## src/rtl/ps2_pkg.sv

```systemverilog
// ----------------------------------------------------------------------------
// ps2_pkg
// Definitions shared by the PS/2 receiver and transmitter:
//   - ps2_state_e    : frame FSM state encoding
//   - PS2_FILTER_LEN : default length of the ps2c glitch filter
//   - PS2_DPS_BITS   : preload for the bit counter (data + parity + stop - 1)
//   - odd_parity()   : parity bit that makes data plus parity an odd count of ones
// ----------------------------------------------------------------------------
package ps2_pkg;

  typedef enum logic [1:0] {
    ST_IDLE = 2'd0,
    ST_DPS  = 2'd1,
    ST_LOAD = 2'd2
  } ps2_state_e;

  localparam int PS2_FILTER_LEN = 8;

  // 8 data + parity + stop = 10 edges, counted from 9 down to 0 inclusive.
  localparam logic [3:0] PS2_DPS_BITS = 4'd9;

  function automatic logic odd_parity(input logic [7:0] data);
    return ~(^data);
  endfunction

endpackage

```

## src/rtl/ps2_clk_filter.sv

```systemverilog
// ----------------------------------------------------------------------------
// ps2_clk_filter
// Debounces the asynchronous PS/2 clock line and produces a one-cycle tick on
// each falling edge of the filtered clock.
//
// Ports:
//   clk        in   system clock, rising edge
//   reset      in   asynchronous active-high reset
//   ps2c       in   raw PS/2 clock line from the device
//   fall_edge  out  one-cycle pulse when the filtered clock goes 1 -> 0
//
// The shift register doubles as the synchronizer for ps2c: the filtered level
// only moves once FILTER_LEN consecutive samples agree, so a metastable first
// sample can at worst delay the decision by one cycle.
// ----------------------------------------------------------------------------
module ps2_clk_filter
  import ps2_pkg::*;
#(
  parameter int FILTER_LEN = PS2_FILTER_LEN
) (
  input  logic clk,
  input  logic reset,
  input  logic ps2c,
  output logic fall_edge
);

  logic [FILTER_LEN-1:0] filter_reg_q;
  logic [FILTER_LEN-1:0] filter_reg_d;
  logic                  filt_q;
  logic                  filt_d;

  always_ff @(posedge clk or posedge reset) begin
    if (reset) begin
      filter_reg_q <= '0;
      filt_q       <= 1'b0;
    end else begin
      filter_reg_q <= filter_reg_d;
      filt_q       <= filt_d;
    end
  end

  always_comb begin
    filter_reg_d = {ps2c, filter_reg_q[FILTER_LEN-1:1]};
    filt_d       = filt_q;
    if (filter_reg_q == '1) begin
      filt_d = 1'b1;
    end else if (filter_reg_q == '0) begin
      filt_d = 1'b0;
    end
  end

  assign fall_edge = filt_q & ~filt_d;

endmodule

```

## src/rtl/ps2_rx.sv

```systemverilog
// ----------------------------------------------------------------------------
// ps2_rx
// PS/2 device-to-host frame receiver with glitch-filtered clock, parity and
// framing checks, and an inter-edge watchdog that abandons stalled frames.
//
// Ports:
//   clk           in   system clock, rising edge
//   reset         in   asynchronous active-high reset
//   rx_en         in   permits a new frame to start; ignored once one has begun
//   ps2d          in   raw PS/2 data line
//   ps2c          in   raw PS/2 clock line
//   rx_idle       out  high while the FSM is idle
//   rx_done_tick  out  one-cycle pulse when a frame completes
//   dout          out  last received byte, valid from the cycle after the tick
//   par_err       out  odd-parity mismatch for dout
//   frm_err       out  stop bit was sampled 0 for dout
//   tout_tick     out  one-cycle pulse when the watchdog aborts a frame
//
// State  | meaning
// -------+--------------------------------------------------------------
// IDLE   | waiting for a start bit (falling edge with ps2d low, rx_en high)
// DPS    | shifting in 8 data bits, parity and stop; watchdog running
// LOAD   | one cycle: rx_done_tick high, result registers load on exit
// ----------------------------------------------------------------------------
module ps2_rx
  import ps2_pkg::*;
#(
  parameter int FILTER_LEN = PS2_FILTER_LEN,
  parameter int TOUT_W     = 17
) (
  input  logic       clk,
  input  logic       reset,
  input  logic       rx_en,
  input  logic       ps2d,
  input  logic       ps2c,
  output logic       rx_idle,
  output logic       rx_done_tick,
  output logic [7:0] dout,
  output logic       par_err,
  output logic       frm_err,
  output logic       tout_tick
);

  localparam logic [TOUT_W-1:0] TOUT_ONE = {{(TOUT_W-1){1'b0}}, 1'b1};

  ps2_state_e        state_q, state_d;
  logic              ps2d_s1_q, ps2d_s1_d;
  logic              ps2d_s2_q, ps2d_s2_d;
  logic [3:0]        n_q, n_d;
  logic [9:0]        b_q, b_d;
  logic [TOUT_W-1:0] tout_q, tout_d;
  logic [7:0]        dout_q, dout_d;
  logic              par_err_q, par_err_d;
  logic              frm_err_q, frm_err_d;
  logic              fall_edge;

  ps2_clk_filter #(
    .FILTER_LEN (FILTER_LEN)
  ) u_clk_filter (
    .clk       (clk),
    .reset     (reset),
    .ps2c      (ps2c),
    .fall_edge (fall_edge)
  );

  always_ff @(posedge clk or posedge reset) begin
    if (reset) begin
      state_q   <= ST_IDLE;
      ps2d_s1_q <= 1'b0;
      ps2d_s2_q <= 1'b0;
      n_q       <= '0;
      b_q       <= '0;
      tout_q    <= '0;
      dout_q    <= '0;
      par_err_q <= 1'b0;
      frm_err_q <= 1'b0;
    end else begin
      state_q   <= state_d;
      ps2d_s1_q <= ps2d_s1_d;
      ps2d_s2_q <= ps2d_s2_d;
      n_q       <= n_d;
      b_q       <= b_d;
      tout_q    <= tout_d;
      dout_q    <= dout_d;
      par_err_q <= par_err_d;
      frm_err_q <= frm_err_d;
    end
  end

  always_comb begin
    ps2d_s1_d    = ps2d;
    ps2d_s2_d    = ps2d_s1_q;
    state_d      = state_q;
    n_d          = n_q;
    b_d          = b_q;
    tout_d       = '0;
    dout_d       = dout_q;
    par_err_d    = par_err_q;
    frm_err_d    = frm_err_q;
    rx_done_tick = 1'b0;
    tout_tick    = 1'b0;

    unique case (state_q)
      ST_IDLE: begin
        if (fall_edge && rx_en && !ps2d_s2_q) begin
          n_d     = PS2_DPS_BITS;
          b_d     = '0;
          state_d = ST_DPS;
        end
      end

      ST_DPS: begin
        if (fall_edge) begin
          // LSB-first on the wire, so each bit enters at the top and the
          // whole frame ends up right-aligned: stop | parity | data[7:0].
          b_d = {ps2d_s2_q, b_q[9:1]};
          if (n_q == 4'd0) begin
            state_d = ST_LOAD;
          end else begin
            n_d = n_q - 4'd1;
          end
        end else if (tout_q == '1) begin
          // Stalled device: drop the partial frame, results stay untouched.
          state_d   = ST_IDLE;
          tout_tick = 1'b1;
        end else begin
          tout_d = tout_q + TOUT_ONE;
        end
      end

      ST_LOAD: begin
        rx_done_tick = 1'b1;
        state_d      = ST_IDLE;
        dout_d       = b_q[7:0];
        par_err_d    = (b_q[8] != odd_parity(b_q[7:0]));
        frm_err_d    = ~b_q[9];
      end

      default: begin
        state_d = ST_IDLE;
      end
    endcase
  end

  assign rx_idle = (state_q == ST_IDLE);
  assign dout    = dout_q;
  assign par_err = par_err_q;
  assign frm_err = frm_err_q;

endmodule
```

## config.mk

```make
export PLATFORM = sky130hd
export DESIGN_NAME = ps2_rx
export DESIGN_NICKNAME = d
export VERILOG_FILES = /design/src/rtl/ps2_pkg.sv /design/src/rtl/ps2_clk_filter.sv /design/src/rtl/ps2_rx.sv
export SDC_FILE = /design/constraint.sdc
export NUM_CORES = 1
export LEC_CHECK = 0
export CORE_UTILIZATION = 51
export CTS_CLUSTER_DIAMETER = 80
export CTS_CLUSTER_SIZE = 8
export DETAILED_ROUTE_END_ITERATION = 10
export GPL_ROUTABILITY_DRIVEN = 0
export PLACE_DENSITY = 0.74
export SYNTH_ARGS = -nofsm -noshare
export SYNTH_HDL_FRONTEND = slang
export SYNTH_HIERARCHICAL = 1
export SYNTH_SLANG_ARGS = --single-unit
```

## constraint.sdc

```tcl
create_clock -name clk -period 2.15 [get_ports clk]
set_input_delay 0.43 -clock clk [delete_from_list [all_inputs] [get_ports clk]]
set_output_delay 0.43 -clock clk [all_outputs]
set_load 0.01 [all_outputs]
```

==> summary.txt, run 1 <==
Buf+Inv Stages, Crit Path: 1
Yosys top cell by area: dfrtp_1
dominant synthesized flop cell: dfrtp_1
I/O Buffers: 17
crit path from: tout_q[1]
post-synth cell types: 35
Die ar.: 4880 um2
pin count of the biggest net entering global routing: 46
Initial Utilization: 53.5%
cell count after synthesis: 218
Peak Freq: 462 MHz
post-synth top area share: 57.6%
worst-margin pin slew: 0.337 ns
period utilization: 101%
final wirelength: 4140 um
critical path data required time: 1.72 ns
WL per Instance: 12.9 um
Worst path max stage delay: 0.37 ns
class of the most critical setup path: reg2out
crit path time final: 2.16 ns
Arr. time, crit path: 1.73 ns
grt ovf: 0
slowest CP cell: dfrtp_1
vias in the first global route: 1665
final setup fails: 1
DRC violations left: 0
# hold bufs at CTS: 0
Seq/Total Area, Yosys: 57.6%
Relative slew margins: 77.3%
max-cap viol count: 0
H-tree depth: 2
syn_area_per_cell: 10.8 um2
CTS sink cnt: 54
worst r2r src: u_clk_filter/filter_reg_q[7]
GRT Total Usage: 18.8%
area delta synth->final: 25.9%
Antenna Cells: 0
clk_lat worst skew: 0.31 ns
main area contributors after synthesis: dfrtp_1, xnor2_1, nand2_1, mux2_2, nor2_1
first-pass iteration count of the detailed router: 4
CTS tree: built
Async S/R FF share, synth: 100%
Finished Core Util: 67.4%
row cnt: 24
status: complete, but fails checks
startpoint types: flop
FF+latch count, synth: 54
Antenna Nets Post-Route: 0
I/O pins: 18
Static Leak: 1.33 nW
Total Nets Final: 276
CTS Buf Count: 5
EDFF count, synth: 0
vias per cell: 5.23
Longest Clk Path Bufs: 2
final worst slack: -0.0133 ns
crit-path leading delay family: simple AND/OR/NAND/NOR gates
power per cell area: 560 nW/um2
Critical Path Fanout Max: 2
Mapped Area: 2350 um2
count of pins over their slew limit: 0
CP Capture Type: output pin
commonest non-fill, non-tap cell in the layout: dfrtp_1
Fin Clk Skew: 0.00715 ns
YS warnings: 6
final hold vios: 0
sequence of cells on the critical path: ha_2 -> nand2_2 -> nor3_4 -> and3_4 -> ha_4 -> nor3b_2 -> buf_2
Worst-path clk slew: 0.09 ns
Root Driver: clkbuf_8
syn nets: 227
most frequent cells in the layout: dfrtp_1, buf_4, nand2_1
Die Wd: 69.8 um
detailed placement HPWL: 2840 um
Vias: 1675
Die Y-Extent: 69.8 um
initial antenna violation count: 0
layout cells sized above 1: 22.4%
RSZ-0062 raised after global routing: yes
Hold Crit Start: ps2d_s1_q
dpl ws: -0.199 ns
core area: 4380 um2
Hold WC Path Type: reg2reg
first-pass GRT wire length: 7130 um
violation count after the first detailed-route iteration: 75
VDD IR max: 0.488 mV
violated checks: negative setup slack
-- per-layer routing --
layer	wire length, um	share of wire [%]	track usage, %
met1	1890	46	23.5
met2	2030	49	31.4
met3	115	2.8	3.49
met4	99	2.4	9.33
met5	0	0	0
-- flip-flops by register name, indices dropped and copies added, names as in the netlist --
name	cells
dout	8
ps2d_s1_q	1
tout_q	17
u_clk_filter/filt_q	1
state_q	2
n_q	4
frm_err	1
par_err	1
u_clk_filter/filter_reg_q	8
ps2d_s2_q	1
b_q	10
-- cell type report --
type,count,area (um2)
Fill cell,348,1430
Multi-Input combinational cell,146,987
Clock inverter,1,5.00
Tap cell,52,65.1
Inverter,11,41.3
Sequential cell,54,1350
Timing Repair Buffer,49,418
Clock buffer,7,86.3
-- report_power, final --
group | switching, mW | total [mW] | leakage (nW) | internal, mW
clock network | 0.313 | 0.574 | 0.0482 | 0.260
logic | 0.0234 | 0.0398 | 0.558 | 0.0163
registers | 0.0126 | 1.04 | 0.721 | 1.03
-- cells by family after synthesis --
logic type | share of synthesized area, %
simple gates | 19.6
flops | 57.6
compound gates | 5.76
xor+xnor | 7.68
buf+inv | 2.99
mux | 4.26
fa+ha+maj | 2.13
-- repair_timing --
item / in CTS / in global routing
gates resized for setup: 9 / 7
endpoints found under the setup margin: 1 / 3
buffers inserted: 2 / 2
pin swaps: 4 / 5
cloned: 0 / 0
-- through the flow --
step                power, mW  setup TNS (ns)  hold slack (ns)  std cells  cell area, um2
CTS                      1.66        -0.00395            0.372        318            2910
floorplan                1.08               0            0.258        218            2350
finish                   1.65         -0.0133            0.370        320            2950
detailed placement       1.10          -0.199            0.352        308            2780
global route             1.71         -0.0939            0.373        320            2950
global placement         1.10          -0.141            0.335        308            2780
-- cells in the mapped netlist (all sizes together) (2+ instances only) --
library cell  number
a21oi              4
and3               3
buf                2
clkbuf             5
dfrtp             54
ha                 4
inv               11
mux2               8
nand2             29
nand2b             2
nand3              5
nand4              4
nor2              20
nor2b              3
nor3               4
nor3b              3
nor4               7
o21ai             16
o2bb2ai            2
or2                2
or3                4
xnor2             15
xor2               3
-- worst reg2reg max path: stages, from the launching register on --
cell and delay, ns:
dfrtp_1 0.43, nor4_4 0.30, and3_4 0.25, nor2b_1 0.13, o21ai_1 0.14, or4_1 0.49
a21oi_1 0.19
-- final timing paths --
path	to	slack (ns)	cells after the start
worst min register to register	ps2d_s2_q	0.37	0
worst max-delay path	tout_tick	-0.01	7
worst min-delay path	ps2d_s2_q	0.37	0
min in group asynchronous	u_clk_filter/filter_reg_q[2]	0.40	2
max in group asynchronous	tout_q[13]	1.46	3
worst max register to register	n_q[2]	0.16	6
No activity file was read; power rests on OpenSTA's default activity.
==> run 2, diff against run 1 <==
--- a/config.mk
+++ b/config.mk
@@ -5,6 +5,7 @@
 export SDC_FILE = /design/constraint.sdc
 export NUM_CORES = 1
 export LEC_CHECK = 0
+export CORE_ASPECT_RATIO = 1.75
 export CORE_UTILIZATION = 51
 export CTS_CLUSTER_DIAMETER = 80
 export CTS_CLUSTER_SIZE = 8
==> summary.txt, run 2 (same netlist as run 1, synthesis figures left out) <==
status: finished, final reports clean
crit-path leading delay family: simple AND/OR/NAND/NOR gates
startpoint types: flop
Worst Hold Slack: 0.365 ns
Antenna Nets Post-Route: 0
commonest non-fill, non-tap cell in the layout: dfrtp_1
Int Power: 1.41 mW
vias in the first global route: 1697
GRT Total Usage: 20.2%
detailed placement HPWL: 2970 um
area occupied by registers: 1350 um2
Tot Pwr: 1.75 mW
final hold vios: 0
most frequent cells in the layout: dfrtp_1, buf_4, nand2_1
Largest Register: tout_q
area delta synth->final: 25.2%
I/O Buffers: 17
FILL cells: 350
Clock Power Share: 38.5%
Seq pwr share: 59.2%
Peak Freq: 466 MHz
class of the most critical setup path: reg2out
crit path from: tout_q[1]
vias per cell: 5.23
layout cells sized above 1: 21.9%
critical path data required time: 1.72 ns
WL per Instance: 13.3 um
worst r2r src: u_clk_filter/filter_reg_q[7]
Buf+Inv Stages, Crit Path: 1
Relative slew margins: 74.4%
Vias: 1654
sequence of cells on the critical path: ha_2 -> nand2_2 -> nor3_4 -> and3_4 -> ha_4 -> nor3b_2 -> buf_2
Fin Clk Skew: 0.0108 ns
CP Capture Type: output pin
count of pins over their slew limit: 0
I/O pins: 18
switching share of power: 19.2%
RSZ-0062 raised after global routing: yes
setup TNS: 0 ns
violation count after the first detailed-route iteration: 30
max-cap viol count: 0
Antenna Cells: 0
CTS tree: built
fin cells: 316
initial antenna violation count: 0
first-pass iteration count of the detailed router: 4
Total Nets Final: 274
pin count of the biggest net entering global routing: 46
final setup fails: 0
# hold bufs at CTS: 0
period utilization: 99.8%
Longest Clk Path Bufs: 2
Root Driver: clkbuf_8
Worst-path clk slew: 0.08 ns
CTS sink cnt: 54
crit path time final: 2.15 ns
Die Wd: 53.3 um
final worst slack: 0.00333 ns
VDD IR max: 0.777 mV
dpl ws: -0.274 ns
Worst path max stage delay: 0.36 ns
Static Leak: 1.32 nW
worst-margin pin slew: 0.380 ns
Critical Path Fanout Max: 2
Hold WC Path Type: reg2reg
registers with the most flip-flops: tout_q: 17 flops, b_q: 10 flops
Die ar.: 4890 um2
Hold Crit Start: ps2d_s1_q
slowest CP cell: dfrtp_1
H-tree depth: 2
DRC violations left: 0
combinational share of power: 2.2%
power per cell area: 596 nW/um2
Net Sw Power: 0.335 mW
Placed Cells: 307
CTS Buf Count: 5
Multi-input gate area: 966 um2
first-pass GRT wire length: 7260 um
max FFs per register: 17
final wirelength: 4200 um
grt ovf: 0
row cnt: 32
Die Y-Extent: 91.7 um
Arr. time, crit path: 1.72 ns
core area: 4400 um2
clk_lat worst skew: 0.30 ns
Initial Utilization: 53.3%
[run 2: cell count changes in the layout (fill, tap and decap cells not counted)]
| cell | before | now |
|---|---|---|
| nor4_2 | 0 | 2 |
| bufinv_16 | 0 | 1 |
| and3_2 | 0 | 1 |
| clkinv_2 | 1 | 0 |
| nor4_4 | 2 | 0 |
| and3_4 | 2 | 1 |
| buf_4 | 31 | 29 |
| clkbuf_1 | 1 | 0 |
[run 2: cell type report]
cell class	instances	share of cell area, %
sequential	54	46.0
multi-input combinational	146	32.9
timing repair buffer	47	13.7
clock buffer	6	2.81
tap	51	2.17
inverter	11	1.41
clock inverter	1	1.02
[run 2: per-stage QoR]
| stage | cell area (um2) | utilization (%) |
|---|---|---|
| CTS | 2920 | 66.3 |
| floorplan | 2350 | - |
| detailed placement | 2780 | 63.0 |
| global route | 2940 | 66.7 |
| finish | 2940 | 66.7 |
| global placement | 2780 | 63.0 |
[run 2: final timing paths]
check / endpoint / slack (ns) / depth (start not counted)
setup / recovery: tout_tick / 0.003 / 7
hold / removal: ps2d_s2_q / 0.37 / 0
setup reg to reg: n_q[3] / 0.13 / 6
hold reg to reg: ps2d_s2_q / 0.37 / 0
max in group asynchronous: tout_q[10] / 1.45 / 3
min in group asynchronous: u_clk_filter/filter_reg_q[4] / 0.40 / 2
[run 2: routing by layer]
| metal | part of all wire, % | track usage (%) | wire length, um |
|---|---|---|---|
| met5 | 0 | 0 | 0 |
| met4 | 1.2 | 7.02 | 51 |
| met3 | 2.4 | 4.64 | 100 |
| met2 | 56 | 35.5 | 2340 |
| met1 | 41 | 22.6 | 1710 |
[run 2: what timing repair did]
action | CTS | global route
endpoints found under the setup margin | 1 | 2
gates resized for setup | 10 | 3
pin swaps | 5 | 6
setup buffers | 1 | 1
[run 2: power by group through the flow]
stage | Combinational [mW] | Sequential (mW) | Clock, mW
after floorplan | 0.0214 | 1.05 | 0
after global placement | 0.0398 | 1.06 | 0
after detailed placement | 0.0407 | 1.06 | 0
after CTS | 0.0408 | 1.04 | 0.699
after global routing | 0.0457 | 1.04 | 0.731
final | 0.0388 | 1.04 | 0.674
